## src/rtl/otter_pipe_pkg.sv

```systemverilog
// Shared types and constants for the OTTER ID/EX pipeline register.
// Opcode map, control bundle layout and the bubble encoding live here.
package otter_pipe_pkg;

    localparam logic [31:0] NOP_IR = 32'h00000013;

    typedef enum logic [6:0] {
        LUI    = 7'b0110111,
        AUIPC  = 7'b0010111,
        JAL    = 7'b1101111,
        JALR   = 7'b1100111,
        BRANCH = 7'b1100011,
        LOAD   = 7'b0000011,
        STORE  = 7'b0100011,
        OP_IMM = 7'b0010011,
        OP     = 7'b0110011,
        SYSTEM = 7'b1110011
    } opcode_t;

    typedef struct packed {
        logic       alu_srca;
        logic [1:0] alu_srcb;
        logic [3:0] alu_fun;
        logic [1:0] rf_wr_sel;
        logic       regwrite;
        logic       memwrite;
        logic       memread2;
    } id_ex_ctrl_t;

    // Bubble: no side effects, write-select parked on the ALU path.
    function automatic id_ex_ctrl_t bubble_ctrl();
        id_ex_ctrl_t c;
        c           = '0;
        c.rf_wr_sel = 2'b11;
        return c;
    endfunction

endpackage

```

## src/rtl/otter_hazard_detect.sv

```systemverilog
// Load-use hazard detection: decodes which source operands the ID instruction
// reads and compares them against the destination of a load sitting in EX.
module otter_hazard_detect
    import otter_pipe_pkg::*;
(
    input  logic [6:0] id_opcode_i,
    input  logic       id_funct3_msb_i,
    input  logic [4:0] id_rs1_i,
    input  logic [4:0] id_rs2_i,
    input  logic       id_valid_i,
    input  logic       ex_valid_i,
    input  logic       ex_memread2_i,
    input  logic [4:0] ex_rd_i,
    output logic       load_use_o
);

    logic rs1_used;
    logic rs2_used;

    always_comb begin
        rs1_used = 1'b0;
        rs2_used = 1'b0;
        case (id_opcode_i)
            OP:                          begin rs1_used = 1'b1; rs2_used = 1'b1; end
            STORE, BRANCH:               begin rs1_used = 1'b1; rs2_used = 1'b1; end
            OP_IMM, LOAD, JALR:          rs1_used = 1'b1;
            // CSR immediate forms (funct3[2]=1) carry a zimm, not a register.
            SYSTEM:                      rs1_used = ~id_funct3_msb_i;
            default:                     begin rs1_used = 1'b0; rs2_used = 1'b0; end
        endcase
    end

    always_comb begin
        load_use_o = ex_valid_i && ex_memread2_i && (ex_rd_i != 5'd0) && id_valid_i &&
                     ((rs1_used && (id_rs1_i == ex_rd_i)) ||
                      (rs2_used && (id_rs2_i == ex_rd_i)));
    end

endmodule

```

## src/rtl/otter_id_ex_pipe.sv

```systemverilog
// ID/EX pipeline register with load-use bubble insertion, flush and hold.
// Optional macro OTTER_PIPE_PERF_EN adds bubble/flush event counters.
module otter_id_ex_pipe
    import otter_pipe_pkg::*;
#(
    parameter int          XLEN   = 32,
    parameter logic [31:0] NOP_IR = otter_pipe_pkg::NOP_IR
) (
    input  logic            CLK,
    input  logic            RST_N,
    input  logic            ID_VALID,
    input  logic [XLEN-1:0] ID_PC,
    input  logic [31:0]     ID_IR,
    input  logic [XLEN-1:0] ID_RS1_DATA,
    input  logic [XLEN-1:0] ID_RS2_DATA,
    input  logic [XLEN-1:0] ID_IMM,
    input  logic            ID_ALU_SRCA,
    input  logic [1:0]      ID_ALU_SRCB,
    input  logic [3:0]      ID_ALU_FUN,
    input  logic [1:0]      ID_RF_WR_SEL,
    input  logic            ID_REGWRITE,
    input  logic            ID_MEMWRITE,
    input  logic            ID_MEMREAD2,
    input  logic            EX_FLUSH,
    input  logic            MEM_STALL,
    output logic            ID_STALL,
    output logic            EX_VALID,
    output logic [XLEN-1:0] EX_PC,
    output logic [XLEN-1:0] EX_RS1_DATA,
    output logic [XLEN-1:0] EX_RS2_DATA,
    output logic [XLEN-1:0] EX_IMM,
    output logic [31:0]     EX_IR,
    output logic            EX_ALU_SRCA,
    output logic [1:0]      EX_ALU_SRCB,
    output logic [3:0]      EX_ALU_FUN,
    output logic [1:0]      EX_RF_WR_SEL,
    output logic            EX_REGWRITE,
    output logic            EX_MEMWRITE,
    output logic            EX_MEMREAD2
`ifdef OTTER_PIPE_PERF_EN
    ,
    output logic [XLEN-1:0] PERF_BUBBLES,
    output logic [XLEN-1:0] PERF_FLUSHES
`endif
);

    logic            valid_q, valid_d;
    logic [XLEN-1:0] pc_q, pc_d;
    logic [XLEN-1:0] rs1_q, rs1_d;
    logic [XLEN-1:0] rs2_q, rs2_d;
    logic [XLEN-1:0] imm_q, imm_d;
    logic [31:0]     ir_q, ir_d;
    id_ex_ctrl_t     ctrl_q, ctrl_d;
    id_ex_ctrl_t     id_ctrl;
    logic            load_use;
    logic            do_hold;
    logic            do_bubble;

    otter_hazard_detect u_hazard (
        .id_opcode_i     (ID_IR[6:0]),
        .id_funct3_msb_i (ID_IR[14]),
        .id_rs1_i        (ID_IR[19:15]),
        .id_rs2_i        (ID_IR[24:20]),
        .id_valid_i      (ID_VALID),
        .ex_valid_i      (valid_q),
        .ex_memread2_i   (ctrl_q.memread2),
        .ex_rd_i         (ir_q[11:7]),
        .load_use_o      (load_use)
    );

    // Stall protocol: ID_STALL=1 means IF/ID and PC must not advance this
    // cycle. A flush overrides everything below reset; MEM_STALL beats hazard.
    always_comb begin
        do_hold   = !EX_FLUSH && MEM_STALL;
        do_bubble = EX_FLUSH || (!MEM_STALL && load_use);
        ID_STALL  = RST_N && !EX_FLUSH && (MEM_STALL || load_use);
    end

    always_comb begin
        id_ctrl.alu_srca  = ID_ALU_SRCA;
        id_ctrl.alu_srcb  = ID_ALU_SRCB;
        id_ctrl.alu_fun   = ID_ALU_FUN;
        id_ctrl.rf_wr_sel = ID_RF_WR_SEL;
        id_ctrl.regwrite  = ID_REGWRITE && ID_VALID;
        id_ctrl.memwrite  = ID_MEMWRITE && ID_VALID;
        id_ctrl.memread2  = ID_MEMREAD2 && ID_VALID;
    end

    always_comb begin
        valid_d = valid_q;
        pc_d    = pc_q;
        rs1_d   = rs1_q;
        rs2_d   = rs2_q;
        imm_d   = imm_q;
        ir_d    = ir_q;
        ctrl_d  = ctrl_q;
        if (do_hold) begin
            valid_d = valid_q;
        end else if (do_bubble) begin
            valid_d = 1'b0;
            pc_d    = '0;
            rs1_d   = '0;
            rs2_d   = '0;
            imm_d   = '0;
            ir_d    = NOP_IR;
            ctrl_d  = bubble_ctrl();
        end else begin
            valid_d = ID_VALID;
            pc_d    = ID_PC;
            rs1_d   = ID_RS1_DATA;
            rs2_d   = ID_RS2_DATA;
            imm_d   = ID_IMM;
            ir_d    = ID_IR;
            ctrl_d  = id_ctrl;
        end
    end

    always_ff @(posedge CLK) begin
        if (!RST_N) begin
            valid_q <= 1'b0;
            pc_q    <= '0;
            rs1_q   <= '0;
            rs2_q   <= '0;
            imm_q   <= '0;
            ir_q    <= NOP_IR;
            ctrl_q  <= bubble_ctrl();
        end else begin
            valid_q <= valid_d;
            pc_q    <= pc_d;
            rs1_q   <= rs1_d;
            rs2_q   <= rs2_d;
            imm_q   <= imm_d;
            ir_q    <= ir_d;
            ctrl_q  <= ctrl_d;
        end
    end

    assign EX_VALID     = valid_q;
    assign EX_PC        = pc_q;
    assign EX_RS1_DATA  = rs1_q;
    assign EX_RS2_DATA  = rs2_q;
    assign EX_IMM       = imm_q;
    assign EX_IR        = ir_q;
    assign EX_ALU_SRCA  = ctrl_q.alu_srca;
    assign EX_ALU_SRCB  = ctrl_q.alu_srcb;
    assign EX_ALU_FUN   = ctrl_q.alu_fun;
    assign EX_RF_WR_SEL = ctrl_q.rf_wr_sel;
    assign EX_REGWRITE  = ctrl_q.regwrite;
    assign EX_MEMWRITE  = ctrl_q.memwrite;
    assign EX_MEMREAD2  = ctrl_q.memread2;

`ifdef OTTER_PIPE_PERF_EN
    logic [XLEN-1:0] perf_bubbles_q, perf_bubbles_d;
    logic [XLEN-1:0] perf_flushes_q, perf_flushes_d;

    always_comb begin
        perf_bubbles_d = perf_bubbles_q;
        perf_flushes_d = perf_flushes_q;
        if (EX_FLUSH) begin
            perf_flushes_d = perf_flushes_q + 1'b1;
        end else if (do_bubble) begin
            perf_bubbles_d = perf_bubbles_q + 1'b1;
        end
    end

    always_ff @(posedge CLK) begin
        if (!RST_N) begin
            perf_bubbles_q <= '0;
            perf_flushes_q <= '0;
        end else begin
            perf_bubbles_q <= perf_bubbles_d;
            perf_flushes_q <= perf_flushes_d;
        end
    end

    assign PERF_BUBBLES = perf_bubbles_q;
    assign PERF_FLUSHES = perf_flushes_q;
`endif

endmodule

```

## config.mk

```make
export PLATFORM = sky130hd
export DESIGN_NAME = otter_id_ex_pipe
export DESIGN_NICKNAME = d
export VERILOG_FILES = /design/src/rtl/otter_pipe_pkg.sv /design/src/rtl/otter_hazard_detect.sv /design/src/rtl/otter_id_ex_pipe.sv
export SDC_FILE = /design/constraint.sdc
export NUM_CORES = 1
export LEC_CHECK = 0
export ABC_AREA = 1
export BUFFER_PORTS_ARGS = -buffer_cell sky130_fd_sc_hd__buf_2
export CAP_MARGIN = 40
export CORE_AREA = 2 2 135 137
export DETAILED_ROUTE_END_ITERATION = 8
export DIE_AREA = 0 0 137 139
export PLACE_DENSITY = 0.8
export SLEW_MARGIN = 0
export SYNTH_ARGS = -nofsm -noshare
export SYNTH_HDL_FRONTEND = slang
export SYNTH_HIERARCHICAL = 1
export SYNTH_SLANG_ARGS = --single-unit
```

## constraint.sdc

```tcl
create_clock -name CLK -period 1.5 [get_ports CLK]
set_input_delay 0.3 -clock CLK [delete_from_list [all_inputs] [get_ports CLK]]
set_output_delay 0.3 -clock CLK [all_outputs]
set_load 0.05 [all_outputs]
```

Yosys cells after proc, flatten, opt, wreduce, memory -nomap -nowiden --
Index checks and enable logic that the tools add are counted.
Storage, ports and cells: output and inout port bits 174, word-level logic and storage cells 53, flip-flop bits (word level) 173
Cells by class: muxes and demuxes 9, reduce and logical (&&, ||, !) cells 21, eq/ne operators 9, bitwise operators 1
Operators by type and width (count):
- $mux W32 | 5
- $eq A7 B7 Y1 const B | 3
- $eq A7 B6 Y1 const B | 2
- $logic_and A1 B1 Y1 | 13
- $mux W12 | 1
- $eq A5 B5 Y1 | 2
- $eq A7 B2 Y1 const B | 1
- $eq A7 B5 Y1 const B | 1
- $reduce_or A6 Y1 | 1
- $reduce_bool A5 Y1 | 1
- $logic_or A1 B1 Y1 | 3
- $reduce_or A3 Y1 | 1
- $logic_not A1 Y1 | 2
- $mux W1 | 2
- $pmux W1 S2 | 1
- $not A1 Y1 | 1

Logic depth before layout (Yosys ltp) --
Gate-level depths: netlist (run 1).
word-level depth 9, gate-level depth with buffers 11

Modules after synthesis --
Netlist (run 1), hierarchy kept.
Modules (own cells, without submodules):
- otter_id_ex_pipe | times used 1, sequential area each 3463.3 um2, cells an instance 780, area an instance 6252.2 um2
- otter_hazard_detect | times used 1, sequential area each 0.0 um2, cells an instance 62, area an instance 256.5 um2

Least setup slack after synthesis (run 1) --
Ideal clock, no wire load.
path type register -> output, start register ir_q[8], in the netlist EX_IR[8], end output ID_STALL, arrival 2.621 ns, data required time 1.200 ns, cell stages (with the launch flop) 10, setup slack -1.421 ns, cells stage by stage dfxtp_1 -> inv_1 -> nand2_1 -> nand2_1 -> nor2_1 -> nand3_1 -> a21oi_1 -> nor2_1 -> clkbuf_1 -> nor3_1
On the way: word-level cells in the longest chain between the ends 6
Ends and longest elaborated chain:
- start: declaration | RTL line otter_id_ex_pipe.sv:52 | logic [31:0] ir_q, ir_d;
- start signal: assignment | RTL line otter_id_ex_pipe.sv:133 | ir_q <= ir_d;
- $eq A5 B5 Y1, or another cell as far along | RTL line otter_hazard_detect.sv:35 | ((rs1_used && (id_rs1_i == ex_rd_i)) ||
- $logic_and A1 B1 Y1, on equally long branches | RTL line otter_hazard_detect.sv:35, otter_hazard_detect.sv:34, otter_hazard_detect.sv:36
- $logic_or A1 B1 Y1 or $logic_and A1 B1 Y1 (tied branches) | RTL line otter_hazard_detect.sv:35, otter_hazard_detect.sv:34
- $logic_and A1 B1 Y1 * | RTL line otter_hazard_detect.sv:34 | load_use_o = ex_valid_i && ex_memread2_i && (ex_rd_i != 5'd0) && id_valid_i &&
- named net load_use | RTL line otter_id_ex_pipe.sv:55 | logic load_use;
- $logic_or A1 B1 Y1 * | RTL line otter_id_ex_pipe.sv:76 | ID_STALL = RST_N && !EX_FLUSH && (MEM_STALL || load_use);
- $logic_and A1 B1 Y1 * | RTL line otter_id_ex_pipe.sv:76
- end: declaration | RTL line otter_id_ex_pipe.sv:26 | output logic ID_STALL,
Mark *: on every way through the listed nets, which the timed path passes. The rest lies on a longest branch.

Final worst setup path (run 1) --
start register ir_q[9], in the netlist EX_IR[9], end output ID_STALL
Same word-level chain as after synthesis.

==> results of run 1 <==
[path summary, 6_finish.rpt]
path	from	endpoint	slack, ps	cells after the start
max	EX_IR[9]	ID_STALL	-690	9
min	ID_RF_WR_SEL[0]	EX_RF_WR_SEL[0]	110	3
max reg2reg	EX_IR[10]	EX_RS1_DATA[14]	-510	12
min reg2reg	EX_IMM[21]	EX_IMM[21]	460	2
[area by class of cell]
| class | count | area [um^2] |
|---|---|---|
| Fill cell | 1397 | 6570 |
| Tap cell | 229 | 287 |
| Inverter | 22 | 90.1 |
| Timing Repair Buffer | 430 | 3210 |
| Multi-Input combinational cell | 574 | 3440 |
| Clock inverter | 13 | 129 |
| Clock buffer | 19 | 443 |
| Sequential cell | 173 | 3480 |
[synth_stat cells]
| library cell | number |
|---|---|
| inv_2 | 4 |
| nand2_1 | 206 |
| nor3_1 | 1 |
| o22ai_1 | 1 |
| inv_1 | 18 |
| nor2_1 | 13 |
| o21ai_1 | 2 |
| nand3_1 | 172 |
| a21oi_1 | 170 |
| buf_2 | 60 |
| nand4_1 | 7 |
| buf_1 | 1 |
| clkbuf_1 | 12 |
| nand2_2 | 1 |
| dfxtp_1 | 173 |
| xnor2_1 | 1 |
[flip-flops by register name, summed over array words and instances (netlist names)]
name and count:
EX_REGWRITE 1, EX_PC 32, EX_RS1_DATA 32, EX_ALU_FUN 4, EX_RF_WR_SEL 2, EX_ALU_SRCA 1, EX_MEMREAD2 1, EX_IMM 32
EX_ALU_SRCB 2, EX_IR 32, EX_RS2_DATA 32, EX_MEMWRITE 1, EX_VALID 1
[kinds of logic after synthesis]
logic type / count (synthesis) / synth area share (%)
AO/OA/AOI/OAI: 173 / 13.3
XOR/XNOR: 1 / 0.135
buffers and inverters: 95 / 6.63
flip-flops: 173 / 53.2
AND/OR/NAND/NOR: 400 / 26.7
[worst min-delay path: cells and delay by family]
kind	cells	cell delay (ps)
simple gates	2	120
buf+inv	1	70
[power by group through the flow]
| stage | combinational (W) | clock [W] | sequential, W |
|---|---|---|---|
| 2_1_floorplan | 0.000506 | 0 | 0.00545 |
| 3_3_place_gp | 0.00162 | 0 | 0.00491 |
| 3_5_place_dp | 0.00163 | 0 | 0.00492 |
| 4_1_cts | 0.00216 | 0.00434 | 0.00482 |
| 5_1_grt | 0.00230 | 0.00456 | 0.00484 |
| 6_report | 0.00219 | 0.00427 | 0.00482 |
[metal layers]
layer	routed length [um]	vias to the layer above	track usage (%)
met4	1020	2	11.9
met1	9560	3620	28.6
met3	2050	79	6.51
met5	13	-	0
met2	13100	378	44.6
li1	-	3598	-
[timing repair]
action                                  4_1_cts  5_1_grt
setup buffers                                18        1
pin swaps                                    50        5
resized for setup                           211       13
gates cloned                                 26        0
endpoints found under the setup margin      170      175
[metrics by stage]
stage	setup TNS, ps	worst slack, ps	hold slack [ps]	total power, W	utilization (%)
floorplan	-10950	-447	394	0.00595	-
global placement	-52300	-463	448	0.00654	49.1
detailed placement	-58150	-493	452	0.00655	49.1
CTS	-88850	-660	87.6	0.0113	62.7
global route	-84540	-754	99.8	0.0117	62.8
finish	-69890	-686	108	0.0113	62.8
==> run_results.csv, run 1 <==
group,metric,value,unit
logic_synthesis,ys_types,16,
clock_tree,clk_latency,420,ps
logic_synthesis,yosysWarnings,6,
setup_path,crit_path_end_kind,"output pin",
logic_synthesis,synth_cells,842,
clock_tree,tritoncts,"built",
grt,grt-ovfl-total,0,
setup_path,cp.arrival,1890,ps
finish,nets,1395,
logic_synthesis,ys_seq_elements,173,
finish,layout_commonest_cell,"buf_2",
die,fp.dieW,137,um
route,wl_per_cell,17.6,um
finish,areaGrowthSynthToFinish,70.4,%
timing,fin_crit_sh,146,%
worst_hold_path,holdCritPathClass,"input port to register",
grt,antenna_found_initial,1,
run,max-cap-violations,0,
route,vias,7677,
die,pin_count,351,
timing,fin_skew,10.2,ps
power,pwr-share-comb,19.4,%
finish,drive_gt1_share,51.8,%
timing,fmax,457,MHz
timing,grt_setup_unrepaired,"yes",
power,p_leak,4.88,nW
timing,setup_viol,174,
route,via_per_inst,5.26,
timing,hold_viol,0,
die,rows,49,
placed_design,place_congestion,0.904,
power,switching_power,0.00348,W
setup_path,cp.required,1200,ps
power,p_sw_share,30.9,%
finish,layout_common_cells,"buf_2 (348), nand2_1 (205), dfxtp_1 (166), a21oi_1 (136), nand3_2 (116)",
setup_path,max_stage_delay,390,ps
logic_synthesis,synth_area_leader_cell,"dfxtp_1",
grt,grt_pass1_vias,7601,
placed_design,place_area,8670,um^2
timing,finalCriticalPeriod,2190,ps
setup_path,cp_cell_sequence,"inv_4, nand2_2, o21ai_2, nor2_1, nand3_1, a21oi_4, nor2_4, nor3_4, buf_6",
setup_path,cp_top_family,"simple AND/OR/NAND/NOR gates",
placed_design,hpwlAfterDp,14.8,mm
setup_path,critPathMaxFanout,6,
grt,grt_use_total,25.5,%
logic_synthesis,syn_area_per_cell,7.73,um^2
setup_path,slowest_stage,"dfxtp_4",
power,seqPwrFrac,42.7,%
logic_synthesis,synthesis.area,6510,um^2
route,drc,0,
clock_tree,cts-hold-fix-buffers,0,
route,wirelength,25.8,mm
logic_synthesis,synth_top_area_share,53.2,%
power,p_per_area,1020,nW/um^2
route,antenna_left,0,
timing,maxSlewViolCount,0,
run_status,violations,"negative setup slack",
setup_path,critPathKind,"register to output pin",
placed_design,io_buffer_count,350,
power,ir_worst_vdd,0.905,mV
setup_path,cp.buffers_inverters,2,
timing,slew_headroom,67.0,%
logic_synthesis,synthTopCellsByArea,"dfxtp_1 (53%), nand3_1 (13%), a21oi_1 (13%)",
die,die_h,139,um
power,p_int,0.00780,W
logic_synthesis,synth_fp_nets,1019,
run_status,status,"finished with violations",
clock_tree,htree_levels,4,
finish,finalNonFillerCells,1460,
grt,grt_pass1_wl,38.4,mm
finish,antenna_cells,0,
timing,worstMarginPinSlew,495,ps
route,drtIter0Drc,441,
timing,fin_ws,-686,ps
die,core,17700,um^2
logic_synthesis,yosysSeqAreaShare,53.2,%
setup_path,startpoint_type,"register",
die,initial_core_util,36.9,%
placed_design,dp_cells,1385,
route,dr.pass1.iters,5,
clock_tree,clk_pin_slew,70,ps
grt,grt_max_degree,81,
clock_tree,clk_path_buf_depth,2,
clock_tree,cts_buffers,17,
finish,finish.instance_area,11100,um^2
die,die_area,19000,um^2
power,p_clk_share,37.9,%
clock_tree,clock-sinks,173,
clock_tree,cts-root-buf,"clkbuf_16",
(Power assumes the default switching activity.)
==> inputs of run 2 (changes only) <==
Settings changed: ABC_AREA 1 to default, CORE_AREA 2 2 135 137 to 2 2 144 146, DIE_AREA 0 0 137 139 to 0 0 146 148, PLACE_DENSITY 0.8 to 0.85.
==> run_results.csv, run 2 <==
group,metric,value,unit
setup_path,max_stage_delay,540,ps
logic_synthesis,synth_commonest_cells,"dfxtp_1 (173), nand3b_1 (170), a21boi_1 (165), or4b_1 (164), clkbuf_1 (52)",
finish,multi_input_comb_area,4960,um^2
die,pin_count,351,
logic_synthesis,yosysWarnings,6,
finish,finish.instance_area,12400,um^2
timing,setup_viol,174,
timing,hold_viol,0,
logic_synthesis,ys_types,29,
clock_tree,cts-hold-fix-buffers,0,
placed_design,place_congestion,0.850,
die,die_area,21600,um^2
die,core,20000,um^2
route,via_per_inst,5.56,
finish,nets,1356,
logic_synthesis,synth_fp_nets,1009,
setup_path,critPathKind,"register to register",
timing,fin_skew,12.1,ps
placed_design,place_area,10700,um^2
logic_synthesis,ys_seq_elements,173,
route,drtIter0Drc,344,
setup_path,cp.arrival,2790,ps
timing,fin_ws,-953,ps
die,fp.dieW,146,um
grt,grt_pass1_vias,7790,
finish,layout_commonest_cell,"buf_2",
worst_hold_path,holdCritPathClass,"input port to register",
logic_synthesis,synthTopCellsByArea,"dfxtp_1 (40%), or4b_1 (19%), nand3b_1 (15%)",
logic_synthesis,synth_cells,832,
route,wl_per_cell,19.0,um
timing,maxSlewViolCount,0,
logic_synthesis,synth_edf_count,0,
route,dr.pass1.iters,4,
setup_path,cp_top_family,"simple AND/OR/NAND/NOR gates",
die,rows,52,
timing,grt_setup_unrepaired,"yes",
setup_path,cp.required,1830,ps
timing,slew_headroom,68.8,%
setup_path,startpoint_type,"register",
power,p_per_area,903,nW/um^2
route,antenna_left,0,
placed_design,hpwlAfterDp,17.1,mm
finish,finish.utilization,61.7,%
grt,grt-ovfl-total,0,
clock_tree,cts-root-buf,"clkbuf_16",
clock_tree,clk_path_buf_depth,2,
logic_synthesis,synth.most_common_cell,"dfxtp_1",
clock_tree,htree_levels,4,
grt,grt_use_total,22.9,%
setup_path,slowest_stage,"or4_4",
grt,antenna_found_initial,2,
grt,grt_max_degree,70,
logic_synthesis,yosysSeqAreaShare,40.1,%
clock_tree,clk_pin_slew,70,ps
logic_synthesis,synthesis.area,8640,um^2
power,p_leak,5.21,nW
grt,grt_pass1_wl,40.2,mm
route,drc,0,
setup_path,cp_common_cell,"buf_4",
finish,fillerInstances,1656,
run_status,violations,"negative setup slack",
setup_path,cp_cell_sequence,"or4_4, o22ai_4, a211oi_4, buf_4, buf_12, buf_6, buf_4, or4b_1, a21boi_1",
die,initial_core_util,43.1,%
logic_synthesis,dominantRegCellSynth,"dfxtp_1",
route,wirelength,27.9,mm
timing,fmax,408,MHz
power,ir_worst_vdd,0.703,mV
finish,areaGrowthSynthToFinish,43.1,%
route,vias,8144,
die,die_h,148,um
setup_path,critPathMaxFanout,12,
timing,fin_crit_sh,164,%
clock_tree,tritoncts,"built",
clock_tree,clock-sinks,173,
finish,seq_area,3480,um^2
finish,drive_gt1_share,49.6,%
clock_tree,cts_buffers,17,
placed_design,io_buffer_count,350,
setup_path,crit_path_end_kind,"register",
run_status,status,"finished with violations",
finish,layout_common_cells,"buf_2 (343), nand3b_1 (170), dfxtp_1 (167), a21boi_1 (123), or4b_1 (107)",
setup_path,cp.buffers_inverters,4,
timing,finalCriticalPeriod,2450,ps
logic_synthesis,syn_area_per_cell,10.4,um^2
logic_synthesis,synth_top_area_share,40.1,%
clock_tree,clk_latency,420,ps
logic_synthesis,synth_area_leader_cell,"dfxtp_1",
timing,worstMarginPinSlew,467,ps
logic_synthesis,synthArstFlopShare,0,%
run,max-cap-violations,0,
[run 2: area by class of cell]
type	count	share of cell area, %
diodes	3	0.0607
clock buffers	20	3.69
clock inverters	12	1.00
inverters	7	0.212
multi-input cells	541	40.1
flip-flops and latches	173	28.2
well taps	270	2.73
repair buffers	439	24.0
[run 2: cell families after synthesis]
group / count (synthesis) / share of synthesized area (%)
compound gates: 179 / 15.7
xor+xnor: 10 / 1.01
buf+inv: 118 / 8.28
flops: 173 / 40.1
simple gates: 352 / 34.9
[run 2: worst paths after layout]
kind             startpoint             end  slack [ps]  depth (start not counted)
max reg2reg       EX_IR[11]       EX_IR[12]        -950                          9
max               EX_IR[11]       EX_IR[12]        -950                          9
min             ID_MEMREAD2     EX_MEMREAD2         180                          3
min reg2reg  EX_RS1_DATA[4]  EX_RS1_DATA[4]         470                          2
[run 2: power breakdown]
group / switching [W] / internal (W)
registers: 0.0000777 / 0.00474
logic: 0.00117 / 0.000812
clock network: 0.00196 / 0.00242
total: 0.00320 / 0.00797
[run 2: metal layers]
metal | track usage [%] | routed length, um | vias up
li1 | - | - | 3850
met1 | 27.7 | 11100 | 3913
met2 | 38.3 | 13700 | 318
met3 | 7.13 | 2130 | 63
met4 | 8.69 | 875 | 0
met5 | 0 | 0 | -
[run 2: worst register-to-register path, cell delays in order, from the launching register on]
cell      delay (ps)
dfxtp_4          340
or4_4            540
o22ai_4          140
a211oi_4          60
buf_4            150
buf_12           150
buf_6            140
buf_4            130
or4b_1           540
a21boi_1         190
[run 2: per-stage QoR]
step | setup TNS (ps) | worst slack [ps] | total power, W | hold slack [ps] | cells
floorplan | -97690 | -622 | 0.00613 | 459 | 832
global placement | -125260 | -816 | 0.00672 | 452 | 1401
detailed placement | -132500 | -871 | 0.00675 | 467 | 1401
CTS | -141790 | -1030 | 0.0111 | 132 | 1439
global route | -152740 | -1020 | 0.0116 | 165 | 1464
finish | -141740 | -953 | 0.0112 | 183 | 1465
[run 2: what timing repair did]
item,CTS,global route
gates cloned,4,10
setup buffers,3,16
gates resized for setup,21,134
setup endpoints to repair,174,177
pin swaps,13,150
